### config.mk
export PLATFORM = sky130hd
export DESIGN_NAME = shader_program_encoder_flat
export DESIGN_NICKNAME = d
export VERILOG_FILES = /design/src/rtl/shader_isa_pkg.sv /design/src/rtl/shader_program_encoder_if.sv /design/src/rtl/shader_enc_fifo.sv /design/src/rtl/shader_program_encoder.sv /design/src/flat_wrapper.sv
export SDC_FILE = /design/constraint.sdc
export NUM_CORES = 1
export LEC_CHECK = 0
export ABC_AREA = 0
export CAP_MARGIN = 10
export CORE_UTILIZATION = 40
export CTS_BUF_LIST = sky130_fd_sc_hd__clkbuf_16
export DETAILED_ROUTE_END_ITERATION = 6
export REMOVE_ABC_BUFFERS = 1
export SYNTH_ARGS = -nofsm -noshare
export SYNTH_HDL_FRONTEND = slang
export SYNTH_SLANG_ARGS = --single-unit
### constraint.sdc
create_clock -name clk -period 2.5 [get_ports clk]
set_input_delay 0.5 -clock clk [delete_from_list [all_inputs] [get_ports clk]]
set_output_delay 0.5 -clock clk [all_outputs]
set_load 0.02 [all_outputs]
### src/rtl/shader_isa_pkg.sv
// Shader ISA package: instruction field layout, op codes, loader FSM states
// and the instruction word encoder shared with the decoder side.
// Optional feature macro: SHADER_ENC_PARITY_EN (bit 0 carries even parity
// over the field bits [31:17]).
package shader_isa_pkg;

  localparam int INSTR_W  = 32;

  localparam int OP_MSB   = 31;
  localparam int OP_LSB   = 30;
  localparam int MASK_MSB = 29;
  localparam int MASK_LSB = 26;
  localparam int DEST_MSB = 25;
  localparam int DEST_LSB = 23;
  localparam int SRCA_MSB = 22;
  localparam int SRCA_LSB = 20;
  localparam int SRCB_MSB = 19;
  localparam int SRCB_LSB = 17;
  localparam int PAR_BIT  = 0;

  localparam logic [1:0] OP_ADD = 2'b00;
  localparam logic [1:0] OP_MUL = 2'b01;
  localparam logic [1:0] OP_AND = 2'b10;
  localparam logic [1:0] OP_OR  = 2'b11;

  typedef enum logic [1:0] {
    IDLE  = 2'd0,
    LOAD  = 2'd1,
    DRAIN = 2'd2,
    DONE  = 2'd3
  } enc_state_t;

  // Packs decoded fields into one instruction word; an all-zero word is a NOP.
  function automatic logic [INSTR_W-1:0] encode_instr(
    input logic [1:0] op,
    input logic [3:0] mask,
    input logic [2:0] dest,
    input logic [2:0] src_a,
    input logic [2:0] src_b
  );
    logic [INSTR_W-1:0] w;
    w = '0;
    w[OP_MSB:OP_LSB]     = op;
    w[MASK_MSB:MASK_LSB] = mask;
    w[DEST_MSB:DEST_LSB] = dest;
    w[SRCA_MSB:SRCA_LSB] = src_a;
    w[SRCB_MSB:SRCB_LSB] = src_b;
`ifdef SHADER_ENC_PARITY_EN
    w[PAR_BIT] = ^w[OP_MSB:SRCB_LSB];
`else
    w[PAR_BIT] = 1'b0;
`endif
    return w;
  endfunction

endpackage

### src/rtl/shader_program_encoder_if.sv
// Field-input handshake and instruction-memory write port of the shader
// program encoder. The slave modport is the encoder's view, the master
// modport is the loader/memory side.
interface shader_program_encoder_if #(
  parameter int ADDR_W = 4
);

  logic              in_valid;
  logic              in_ready;
  logic [1:0]        in_op;
  logic [3:0]        in_mask;
  logic [2:0]        in_dest;
  logic [2:0]        in_srcA;
  logic [2:0]        in_srcB;

  logic              mem_wr_en;
  logic [ADDR_W-1:0] mem_wr_addr;
  logic [31:0]       mem_wr_data;
  logic              mem_wr_ready;

  modport slave (
    input  in_valid, in_op, in_mask, in_dest, in_srcA, in_srcB, mem_wr_ready,
    output in_ready, mem_wr_en, mem_wr_addr, mem_wr_data
  );

  modport master (
    output in_valid, in_op, in_mask, in_dest, in_srcA, in_srcB, mem_wr_ready,
    input  in_ready, mem_wr_en, mem_wr_addr, mem_wr_data
  );

endinterface

### src/rtl/shader_enc_fifo.sv
// Synchronous FIFO buffering encoded instruction words between the field
// input and the memory write stage. DEPTH must be a power of two (>= 2).
// A push into a full FIFO is accepted when a pop happens on the same edge.
module shader_enc_fifo #(
  parameter int DEPTH = 4,
  parameter int WIDTH = 32
) (
  input  logic             clk,
  input  logic             rst_n,
  input  logic             push,
  input  logic [WIDTH-1:0] wr_data,
  input  logic             pop,
  output logic [WIDTH-1:0] rd_data,
  output logic             full,
  output logic             empty
);

  localparam int PTR_W = $clog2(DEPTH);
  localparam logic [PTR_W:0] DEPTH_CNT = (PTR_W + 1)'(DEPTH);

  logic [WIDTH-1:0] storage [DEPTH];
  logic [PTR_W-1:0] wr_ptr;
  logic [PTR_W-1:0] rd_ptr;
  logic [PTR_W:0]   level;
  logic             do_push;
  logic             do_pop;

  assign empty   = (level == '0);
  assign full    = (level == DEPTH_CNT);
  assign do_pop  = pop && !empty;
  assign do_push = push && (!full || do_pop);
  assign rd_data = storage[rd_ptr];

  // Storage array; the occupancy count guards every read, so no reset needed.
  always_ff @(posedge clk) begin
    if (do_push) begin
      storage[wr_ptr] <= wr_data;
    end
  end

  // Read/write pointers and occupancy count.
  always_ff @(posedge clk or negedge rst_n) begin
    if (!rst_n) begin
      wr_ptr <= '0;
      rd_ptr <= '0;
      level  <= '0;
    end else begin
      if (do_push) begin
        wr_ptr <= wr_ptr + 1'b1;
      end
      if (do_pop) begin
        rd_ptr <= rd_ptr + 1'b1;
      end
      case ({do_push, do_pop})
        2'b10:   level <= level + 1'b1;
        2'b01:   level <= level - 1'b1;
        default: level <= level;
      endcase
    end
  end

endmodule

### src/rtl/shader_program_encoder.sv
// Shader program encoder: accepts decoded instruction fields, packs them into
// 32-bit words, buffers them and writes them to the instruction memory at
// consecutive (wrapping) addresses for a session of 1..2**ADDR_W words.
// Optional feature macro: SHADER_ENC_PARITY_EN (even-parity bit 0 in every
// encoded word; handled inside shader_isa_pkg::encode_instr).
module shader_program_encoder
  import shader_isa_pkg::*;
#(
  parameter int ADDR_W     = 4,
  parameter int FIFO_DEPTH = 4
) (
  input  logic                     clk,
  input  logic                     rst_n,
  input  logic                     start,
  input  logic [ADDR_W-1:0]        base_addr,
  input  logic [ADDR_W:0]          count,
  shader_program_encoder_if.slave  bus,
  output logic                     busy,
  output logic                     done,
  output logic                     err
);

  localparam logic [ADDR_W:0] MAX_COUNT = (ADDR_W + 1)'(2 ** ADDR_W);

  enc_state_t        state;
  logic [ADDR_W:0]   cnt_q;
  logic [ADDR_W:0]   accepted;
  logic [ADDR_W:0]   written;
  logic [ADDR_W:0]   accepted_inc;
  logic [ADDR_W:0]   written_inc;
  logic [ADDR_W-1:0] addr_ptr;

  logic              count_legal;
  logic              idle_like;
  logic              session_start;
  logic              push;
  logic              wr_fire;
  logic              stage_load;

  logic [31:0]       enc_word;
  logic [31:0]       fifo_rd_data;
  logic              fifo_full;
  logic              fifo_empty;

  logic              wr_en_q;
  logic [ADDR_W-1:0] wr_addr_q;
  logic [31:0]       wr_data_q;

  assign count_legal   = (count != '0) && (count <= MAX_COUNT);
  assign idle_like     = (state == IDLE) || (state == DONE);
  assign session_start = idle_like && start && count_legal;
  assign accepted_inc  = accepted + 1'b1;
  assign written_inc   = written + 1'b1;

  assign bus.in_ready  = (state == LOAD) && !fifo_full && (accepted < cnt_q);
  assign push          = bus.in_valid && bus.in_ready;
  assign wr_fire       = wr_en_q && bus.mem_wr_ready;
  assign stage_load    = !fifo_empty && (!wr_en_q || bus.mem_wr_ready);

  assign enc_word = encode_instr(bus.in_op, bus.in_mask, bus.in_dest,
                                 bus.in_srcA, bus.in_srcB);

  assign bus.mem_wr_en   = wr_en_q;
  assign bus.mem_wr_addr = wr_addr_q;
  assign bus.mem_wr_data = wr_data_q;

  shader_enc_fifo #(
    .DEPTH (FIFO_DEPTH),
    .WIDTH (32)
  ) u_fifo (
    .clk     (clk),
    .rst_n   (rst_n),
    .push    (push),
    .wr_data (enc_word),
    .pop     (stage_load),
    .rd_data (fifo_rd_data),
    .full    (fifo_full),
    .empty   (fifo_empty)
  );

  // Session FSM: tracks accepted/written counts and drives busy/done/err.
  always_ff @(posedge clk or negedge rst_n) begin
    if (!rst_n) begin
      state    <= IDLE;
      cnt_q    <= '0;
      accepted <= '0;
      written  <= '0;
      busy     <= 1'b0;
      done     <= 1'b0;
      err      <= 1'b0;
    end else begin
      done <= 1'b0;
      err  <= 1'b0;
      case (state)
        IDLE, DONE: begin
          state <= IDLE;
          if (start) begin
            if (count_legal) begin
              state    <= LOAD;
              cnt_q    <= count;
              accepted <= '0;
              written  <= '0;
              busy     <= 1'b1;
            end else begin
              err <= 1'b1;
            end
          end
        end
        LOAD: begin
          if (start) begin
            err <= 1'b1;
          end
          if (wr_fire) begin
            written <= written_inc;
          end
          if (push) begin
            accepted <= accepted_inc;
            if (accepted_inc == cnt_q) begin
              state <= DRAIN;
            end
          end
        end
        DRAIN: begin
          if (start) begin
            err <= 1'b1;
          end
          if (wr_fire) begin
            written <= written_inc;
            if (written_inc == cnt_q) begin
              state <= DONE;
              busy  <= 1'b0;
              done  <= 1'b1;
            end
          end
        end
        default: begin
          state <= IDLE;
          busy  <= 1'b0;
        end
      endcase
    end
  end

  // Registered write stage: holds a word until memory accepts it, restaging
  // from the FIFO on the same edge so writes can stream one per cycle.
  always_ff @(posedge clk or negedge rst_n) begin
    if (!rst_n) begin
      wr_en_q   <= 1'b0;
      wr_addr_q <= '0;
      wr_data_q <= '0;
      addr_ptr  <= '0;
    end else begin
      if (session_start) begin
        addr_ptr <= base_addr;
      end else if (stage_load) begin
        addr_ptr <= addr_ptr + 1'b1;
      end
      if (stage_load) begin
        wr_en_q   <= 1'b1;
        wr_addr_q <= addr_ptr;
        wr_data_q <= fifo_rd_data;
      end else if (wr_fire) begin
        wr_en_q <= 1'b0;
      end
    end
  end

endmodule

### src/flat_wrapper.sv
// flat-port wrapper written by rule: the top's interface ports become plain ports
module shader_program_encoder_flat import shader_isa_pkg::*;
#(
  parameter int ADDR_W     = 4,
  parameter int FIFO_DEPTH = 4
)
  (clk, rst_n, start, base_addr, count, busy, done, err, bus_in_valid, bus_in_op, bus_in_mask, bus_in_dest, bus_in_srcA, bus_in_srcB, bus_mem_wr_ready, bus_in_ready, bus_mem_wr_en, bus_mem_wr_addr, bus_mem_wr_data);
  shader_program_encoder_if #(.ADDR_W(ADDR_W)) bus_i ();
  input  logic clk;
  input  logic rst_n;
  input  logic start;
  input  logic [ADDR_W-1:0] base_addr;
  input  logic [ADDR_W:0] count;
  output logic busy;
  output logic done;
  output logic err;
  input wire logic [$bits(bus_i.in_valid)-1:0] bus_in_valid;
  input wire logic [$bits(bus_i.in_op)-1:0] bus_in_op;
  input wire logic [$bits(bus_i.in_mask)-1:0] bus_in_mask;
  input wire logic [$bits(bus_i.in_dest)-1:0] bus_in_dest;
  input wire logic [$bits(bus_i.in_srcA)-1:0] bus_in_srcA;
  input wire logic [$bits(bus_i.in_srcB)-1:0] bus_in_srcB;
  input wire logic [$bits(bus_i.mem_wr_ready)-1:0] bus_mem_wr_ready;
  output wire logic [$bits(bus_i.in_ready)-1:0] bus_in_ready;
  output wire logic [$bits(bus_i.mem_wr_en)-1:0] bus_mem_wr_en;
  output wire logic [$bits(bus_i.mem_wr_addr)-1:0] bus_mem_wr_addr;
  output wire logic [$bits(bus_i.mem_wr_data)-1:0] bus_mem_wr_data;
  assign bus_i.in_valid = bus_in_valid;
  assign bus_i.in_op = bus_in_op;
  assign bus_i.in_mask = bus_in_mask;
  assign bus_i.in_dest = bus_in_dest;
  assign bus_i.in_srcA = bus_in_srcA;
  assign bus_i.in_srcB = bus_in_srcB;
  assign bus_i.mem_wr_ready = bus_mem_wr_ready;
  assign bus_in_ready = bus_i.in_ready;
  assign bus_mem_wr_en = bus_i.mem_wr_en;
  assign bus_mem_wr_addr = bus_i.mem_wr_addr;
  assign bus_mem_wr_data = bus_i.mem_wr_data;
  shader_program_encoder #(.ADDR_W(ADDR_W), .FIFO_DEPTH(FIFO_DEPTH)) u_core (.clk(clk), .rst_n(rst_n), .start(start), .base_addr(base_addr), .count(count), .bus(bus_i), .busy(busy), .done(done), .err(err));
endmodule
==> flow_summary.ini, run 1 <==
[run_status]
status = finished clean

[critical_path]
endpoint_kind = primary output
critical_path_class = register to primary output
crit_path_start = u_core.accepted[1]
cp.arrival_ns = 1.88
r2r-start = u_core.cnt_q[1]
cp-start-kind = register
critPathCapture = bus_in_ready
critPathMaxFanout = 4
crit_required_ns = 2.00
r2r_slack_ns = 0.16
worst_r2r_path_depth = 12
reg2reg_to = u_core.u_fifo.level[2]

[floorplanning]
core_sq_um = 12000
ios = 70
start_util_pct = 40.9
rows = 40
die_w_um = 113
die_height_um = 113
dieArea_sq_um = 12700

[timing]
hold_viol = 0
setup_violations = 0
relSlewSlack_pct = 52.6
clock_skew_ns = 0.0102
hold_ws_ns = 0.296
tightest_slew_ns = 0.711
worst_slack_ns = 0.115
fin_crit_sh_pct = 95.4
fin_crit_ns = 2.38
slew_violations = 0
fmax_ghz = 0.419

[cells_and_area]
antenna_cells = 0
drive_gt1_share_pct = 19.6
syn_to_final_growth_pct = 21.8
nNetsFinal = 463
instances_no_fill = 570
fillers = 1046

[clock_network]
clk-insertion-delay-late_ns = 0.35
cts_made_buffers = 9
clock_path_buffers = 2
cts_sinks = 111
cts_hold_buffers = 0
path_clk_slew_ns = 0.07
htree_num_levels = 3
clk_root_buffer_cell = clkbuf_16
cts_tree = yes

[worst_hold_path]
hold_class = input pin to async pin

[placement]
placement.io_buffers = 52
gp_congestion = 0.800
post-place-ws_ns = 0.0951
dp_hpwl_um = 6120
numPlacedInstances = 553

[yosys]
async_reset_ff_share_pct = 45.9
ys_ff_latch = 111
synth_area_sq_um = 4910
synth_most_common_cell = edfxtp_1
synth_top_area_share_pct = 36.7
seq_area_frac_synth_pct = 62.7
yosys_warnings = 0
synth_cell_types = 43
synth-main-ff-cell = edfxtp_1
syn_avg_cell_area_sq_um = 14.4
yosysTopAreaCell = edfxtp_1
synth_edf_count = 60
synthTopCellsByArea = edfxtp_1 (37%), dfrtp_1 (26%), mux4_2 (6.9%)
netlist_instances = 342
synth_common_cells = edfxtp_1 (60), dfrtp_1 (51), nand2_1 (26)

[power]
power.density_nw_per_um2 = 1110
peakVddDrop_mv = 0.522
p_leak_nw = 2.34
finalPower_mw = 6.62

[grt]
grt_pass1_vias = 2851
grt_pass1_wl_um = 14600
grt_max_degree = 52
antenna_found_initial = 0
grt_util_all_layers_pct = 15.3
overflow = 0

[route]
initialDrtViolationCount = 103
wirelength_um = 8940
wl_per_cell_um = 15.7
vias_per_cell = 4.94
vias = 2814
ant_nets = 0
drt_pass1_iterations = 5
drc = 0

[job]
max_cap_violations = 0
## worst min path at each step
stage / slack [ns] / startpoint / cells past startpoint / endpoint
after floorplan: 0.20 / rst_n / 0 / u_core.accepted[0]
after global placement: 0.49 / u_core.u_fifo.level[0] / 1 / u_core.u_fifo.level[0]
after detailed placement: 0.49 / u_core.u_fifo.level[0] / 1 / u_core.u_fifo.level[0]
after CTS: 0.32 / rst_n / 2 / u_core.bus.mem_wr_addr[0]
after global routing: 0.35 / rst_n / 2 / u_core.bus.mem_wr_data[20]
final: 0.30 / rst_n / 2 / u_core.bus.mem_wr_data[20]
## report_power, final
part	internal, mW	switching, mW
combinational	1.34	1.28
sequential	2.36	0.304
clock	0.680	0.654
total	4.38	2.24
## stage by stage
stage	setup TNS [ns]	utilization, %	instance area, sq um
4_1_cts	0	49.7	5960
6_report	0	49.8	5980
2_1_floorplan	-1.23	-	4790
3_3_place_gp	0	47.4	5690
5_1_grt	-0.00975	49.8	5980
3_5_place_dp	0	47.4	5690
## layout by cell type, fill, tap and decap left out, types with 4 or more instances in the layout
cell,synthesis,layout
edfxtp_1,60,60
ha_1,15,15
nor2_1,7,7
dfrtp_1,51,51
xor2_1,9,9
nor3_1,5,5
o21ai_0,21,21
mux2_2,20,20
conb_1,1,17
mux4_2,15,15
xnor2_1,14,14
buf_4,18,24
clkbuf_16,0,9
mux2i_1,5,5
inv_1,18,20
clkdlybuf4s50_1,0,50
a21oi_1,13,12
nand2_1,26,26
and2_1,4,4
nand3_1,5,5
## flip-flops by register name (all words and copies together), names as in the netlist
signal	count
u_core.u_fifo.storage	60
u_core.bus.mem_wr_data	15
u_core.accepted	5
u_core.cnt_q	5
u_core.written	5
u_core.addr_ptr	4
u_core.bus.mem_wr_addr	4
u_core.u_fifo.level	3
u_core.state	2
u_core.u_fifo.rd_ptr	2
u_core.u_fifo.wr_ptr	2
u_core.bus.mem_wr_en	1
u_core.busy	1
u_core.done	1
u_core.err	1
## cells by family (layout without fill, tap and decap cells)
| logic type | after synthesis | in the layout | share of synthesized area [%] |
|---|---|---|---|
| simple gates | 59 | 59 | 5.79 |
| fa+ha+maj | 16 | 16 | 4.23 |
| flops | 111 | 111 | 62.7 |
| mux | 41 | 41 | 12.8 |
| compound gates | 44 | 44 | 5.22 |
| xor+xnor | 23 | 23 | 4.10 |
| buf+inv | 47 | 112 | 5.10 |
| other cells | 1 | 17 | 0.0764 |
## metal layers
| layer | global-route usage, % | vias up | routed length (um) |
|---|---|---|---|
| met5 | 0 | - | 0 |
| met3 | 4.50 | 10 | 404 |
| met2 | 24.7 | 76 | 4190 |
| li1 | - | 1348 | - |
| met1 | 19.7 | 1380 | 4190 |
| met4 | 5.33 | 0 | 146 |
## worst max-delay path: stages, from the launching register on
cell and delay (ns):
dfrtp_1 0.42, ha_1 0.29, nor2b_1 0.13, o2111ai_1 0.18, and3_1 0.19, dlygate4sd2_1 0.33
## cell type report
class / instances / area, sq um / share of cell area (%)
well taps: 147 / 184 / 3.08
clock inverters: 7 / 46.3 / 0.774
inverters: 19 / 71.3 / 1.19
clock buffers: 9 / 225 / 3.77
multi-input cells: 200 / 1660 / 27.8
flip-flops and latches: 111 / 3080 / 51.5
repair buffers: 77 / 714 / 12.0
## repair_timing
item,4_1_cts,5_1_grt
pin swaps,0,1
endpoints found under the setup margin,1,2
hold endpoints to repair,0,0
buffers inserted,0,1
gates resized for setup,1,1
(Power assumes the default switching activity.)
==> run 2: changes to the inputs <==
- CORE_UTILIZATION: 40 -> 49
- PLACE_DENSITY: not set -> 0.85
- RECOVER_POWER: not set -> 100
==> flow_summary.ini, run 2 (synthesis gave the netlist of run 1 again) <==
[run_status]
status = complete, but fails checks
violations = max-capacitance violations, max-slew violations

[placement]
post-place-ws_ns = 0.0269
dp_hpwl_um = 6230
placement.io_buffers = 52
gp_congestion = 0.831

[timing]
setup_violations = 0
worst_slack_ns = 0.0963
fmax_ghz = 0.416
relSlewSlack_pct = -10.4
tightest_slew_ns = 1.66
fin_crit_ns = 2.40
rsz0062_at_grt = no
clock_skew_ns = 0.0128
slew_violations = 30
hold_ws_ns = 0.500
fin_crit_sh_pct = 96.1
hold_viol = 0

[floorplanning]
die_height_um = 102
core_sq_um = 9730
rows = 36
dieArea_sq_um = 10400
die_w_um = 102
ios = 70
start_util_pct = 50.5

[route]
wirelength_um = 8920
route.met2.wl_um = 4680
vias = 2915
initialDrtViolationCount = 210
drt_pass1_iterations = 4
met1Wirelength_um = 3740
wl_per_cell_um = 16.2
vias_per_cell = 5.28
routed.top_layer = met4
drc = 0
ant_nets = 0
wl_met3_um = 364

[clock_network]
path_clk_slew_ns = 0.07
cts_made_buffers = 9
clock_path_buffers = 2
cts_sinks = 111
clk-insertion-delay-late_ns = 0.35
htree_num_levels = 3
clk_root_buffer_cell = clkbuf_16
cts_tree = yes
cts_hold_buffers = 0

[critical_path]
worst_r2r_path_depth = 12
cp.arrival_ns = 1.90
critical_path_class = register to primary output
critPathMaxFanout = 4
cp-start-kind = register
crit_required_ns = 2.00
endpoint_kind = primary output

[cells_and_area]
syn_to_final_growth_pct = 20.2
nNetsFinal = 459
layout_common_cells = edfxtp_1 (60), dfrtp_1 (51), dlygate4sd3_1 (40)
largest_register = u_core.u_fifo.storage
largest_register_ffs = 60
antenna_cells = 0
final_common_cell = edfxtp_1
drive_gt1_share_pct = 18.1

[worst_hold_path]
holdPathStages = 1
hold_class = register to register

[power]
p_leak_nw = 2.30
intPower_mw = 4.31
swShare_pct = 34.4
seqPwrFrac_pct = 41.4
pwr-share-clk_pct = 20.7
combPwrFrac_pct = 37.9
switching_power_mw = 2.26
power.density_nw_per_um2 = 1110
peakVddDrop_mv = 0.394

[grt]
overflow = 0
grt_pass1_wl_um = 14200
antenna_found_initial = 0
grt_pass1_vias = 2845
grt_max_degree = 30
grt_util_all_layers_pct = 18.6

[job]
max_cap_violations = 1
## run 2: cell count changes in the layout (fill, tap and decap cells not counted), sizes merged
cell,previous run,this run
clkdlybuf4s50,50,10
clkinvlp,0,2
clkinv,2,3
dlygate4sd3,0,40
buf,26,10
clkbuf,9,21
inv,24,21
## run 2: metal layers
| metal | GRT usage, % | vias up |
|---|---|---|
| li1 | - | 1345 |
| met1 | 23.3 | 1491 |
| met2 | 32.3 | 69 |
| met3 | 4.17 | 10 |
| met4 | 6.04 | 0 |
| met5 | 0 | - |
## run 2: timing repair
action	CTS	global route
gates resized for setup	1	3
endpoints found under the hold margin	0	0
setup buffers	0	2
pin swaps	0	3
endpoints found under the setup margin	1	3
gates cloned	0	0
## run 2: path summary, 6_finish.rpt
| check | startpoint | end | slack (ns) |
|---|---|---|---|
| min reg2reg | u_core.bus.mem_wr_data[25] | u_core.bus.mem_wr_data[25] | 0.50 |
| max in group asynchronous | rst_n | u_core.accepted[1] | 0.58 |
| max reg2reg | u_core.cnt_q[1] | u_core.u_fifo.level[2] | 0.16 |
| min | u_core.bus.mem_wr_data[25] | u_core.bus.mem_wr_data[25] | 0.50 |
| min in group asynchronous | rst_n | u_core.written[4] | 0.56 |
| max | u_core.accepted[1] | bus_in_ready | 0.1 |
## run 2: cell type report
class | count | area, sq um
Multi-Input combinational cell | 200 | 1640
Sequential cell | 111 | 3080
Inverter | 19 | 71.3
Fill cell | 741 | 3830
Clock buffer | 9 | 225
Clock inverter | 7 | 65.1
Timing Repair Buffer | 73 | 651
Tap cell | 133 | 166
## run 2: power groups by stage
stage	clock network, mW	logic (mW)	registers (mW)
2_1_floorplan	0	1.44	2.94
3_3_place_gp	0	2.47	2.74
3_5_place_dp	0	2.57	2.77
4_1_cts	1.38	2.57	2.74
5_1_grt	1.45	2.73	2.78
6_report	1.36	2.49	2.72
## run 2: critical path, cell delays in order, from the launching register on
cell and delay, ns:
dfrtp_1 0.42, ha_1 0.30, nor2b_2 0.15, o2111ai_1 0.19, and3_1 0.17, dlygate4sd2_1 0.34
## run 2: stage by stage
stage	TNS [ns]	total power [mW]	utilization, %	cells	instance area, sq um
2_1_floorplan	-1.23	4.38	-	330	4790
3_3_place_gp	0	5.20	57.8	534	5620
3_5_place_dp	0	5.34	57.8	534	5620
4_1_cts	0	6.69	60.7	550	5910
5_1_grt	0	6.96	60.6	552	5900
6_report	0	6.57	60.6	552	5900
==> run 3: changes to the inputs <==
- CORE_ASPECT_RATIO: not set -> 1.25
==> flow_summary.ini, run 3 (synthesis gave the netlist of run 1 again) <==
[cells_and_area]
drive_gt1_share_pct = 18.3
antenna_cells = 0
final_area_sq_um = 5890
layout_common_cells = edfxtp_1 (60), dfrtp_1 (51), dlygate4sd3_1 (40)
fillers = 711
final_common_cell = edfxtp_1
syn_to_final_growth_pct = 20.1
final_util_pct = 61.0
largest_register = u_core.u_fifo.storage
instances_no_fill = 542
largest_register_ffs = 60
nNetsFinal = 456

[power]
power.density_nw_per_um2 = 1130
p_leak_nw = 2.30
peakVddDrop_mv = 0.613

[placement]
post-place-ws_ns = 0.0651
numPlacedInstances = 526
dpl_cell_area_sq_um = 5620
gp_congestion = 0.890
placement.io_buffers = 52
dp_hpwl_um = 6460

[route]
vias = 2920
drc = 0
wl_per_cell_um = 17.1
initialDrtViolationCount = 131
drt_pass1_iterations = 4
wirelength_um = 9290
vias_per_cell = 5.39
ant_nets = 0

[clock_network]
cts_sinks = 111
path_clk_slew_ns = 0.08
clk_root_buffer_cell = clkbuf_16
clock_path_buffers = 2
htree_num_levels = 3
cts_tree = yes
clk-insertion-delay-late_ns = 0.35
cts_hold_buffers = 0
cts_made_buffers = 9

[floorplanning]
dieArea_sq_um = 10400
die_height_um = 114
rows = 40
ios = 70
die_w_um = 91.5
core_sq_um = 9660
start_util_pct = 50.8

[critical_path]
path_cells = inv_2 > ha_4 > nor2b_4 > o2111ai_2 > and4_1 > inv_1 > ha_2 > inv_1 > fa_2 > xor2_1 > nor2_1 > xor2_1
crit_required_ns = 2.77
crit_path_start = u_core.cnt_q[1]
r2r-start = u_core.cnt_q[1]
worst_r2r_path_depth = 12
critPathMaxFanout = 3
critical_path_class = register to register
r2r_slack_ns = 0.09
cp.arrival_ns = 2.68
slowest_delay_ns = 0.44
endpoint_kind = register
critPathCapture = u_core.u_fifo.level[2]
reg2reg_to = u_core.u_fifo.level[2]
cp-start-kind = register
cp_slowest_cell = dfrtp_1

[worst_hold_path]
hold_class = input pin to async pin

[grt]
grt_max_degree = 26
overflow = 0
antenna_found_initial = 0
grt_pass1_vias = 3017
grt_pass1_wl_um = 15100
grt_util_all_layers_pct = 19.3

[timing]
clock_skew_ns = 0.0122
fin_crit_sh_pct = 96.2
relSlewSlack_pct = 13.9
tightest_slew_ns = 1.29
slew_violations = 0
worst_slack_ns = 0.0940
rsz0062_at_grt = no
hold_ws_ns = 0.419
fin_crit_ns = 2.41
hold_viol = 0
setup_violations = 0
fmax_ghz = 0.416

[job]
max_cap_violations = 0

[run_status]
status = finished clean
-- run 3: cell types whose count changed in the layout (fill, tap and decap cells not counted), sizes merged --
cell	before	now
clkinvlp	2	0
clkbuf	21	18
clkdlybuf4s15	0	1
clkinv	3	4
dlygate4sd2	1	0
inv	21	22
-- run 3: power by group --
part           total, mW  switching (mW)  internal [mW]  leakage (nW)
registers           2.72           0.362           2.36          1.15
clock network       1.40           0.691          0.708         0.148
logic               2.54            1.29           1.26         0.996
total               6.67            2.34           4.33          2.30
-- run 3: worst min path at each step --
stage / from / endpoint / slack, ns
floorplan: rst_n / u_core.accepted[0] / 0.20
global placement: u_core.u_fifo.level[2] / u_core.u_fifo.level[2] / 0.49
detailed placement: u_core.bus.mem_wr_data[28] / u_core.bus.mem_wr_data[28] / 0.50
CTS: rst_n / u_core.bus.mem_wr_en / 0.15
global route: rst_n / u_core.bus.mem_wr_en / 0.53
finish: rst_n / u_core.addr_ptr[3] / 0.42
-- run 3: critical path: cells and delay by family, from the launching register on --
family / cells / cell delay [ns]
buf+inv: 3 / 0.22
flops: 1 / 0.44
compound gates: 1 / 0.11
xor+xnor: 2 / 0.29
simple gates: 3 / 0.43
fa+ha+maj: 3 / 0.83
-- run 3: layer usage --
metal / vias up / track usage [%] / wire length, um
met1: 1471 / 23.4 / 3800
li1: 1337 / - / -
met5: - / 0 / 0
met2: 97 / 34.7 / 4910
met3: 15 / 3.47 / 430
met4: 0 / 6.14 / 147
-- run 3: cell type report --
cell class / instances / area, sq um / area share [%]
timing repair buffer: 70 / 624 / 10.6
tap: 126 / 158 / 2.67
multi-input combinational: 200 / 1660 / 28.2
clock inverter: 7 / 75.1 / 1.27
clock buffer: 9 / 225 / 3.82
inverter: 19 / 71.3 / 1.21
sequential: 111 / 3080 / 52.2
-- run 3: timing repair --
| action | 4_1_cts | 5_1_grt |
|---|---|---|
| pin swaps | 0 | 3 |
| setup buffers | 0 | 0 |
| endpoints found under the setup margin | 1 | 3 |
| gates resized for setup | 1 | 8 |
-- run 3: through the flow --
stage | power, mW | TNS (ns)
finish | 6.67 | 0
global route | 7.05 | 0
CTS | 6.75 | 0
detailed placement | 5.33 | 0
global placement | 5.22 | 0
floorplan | 4.38 | -1.23
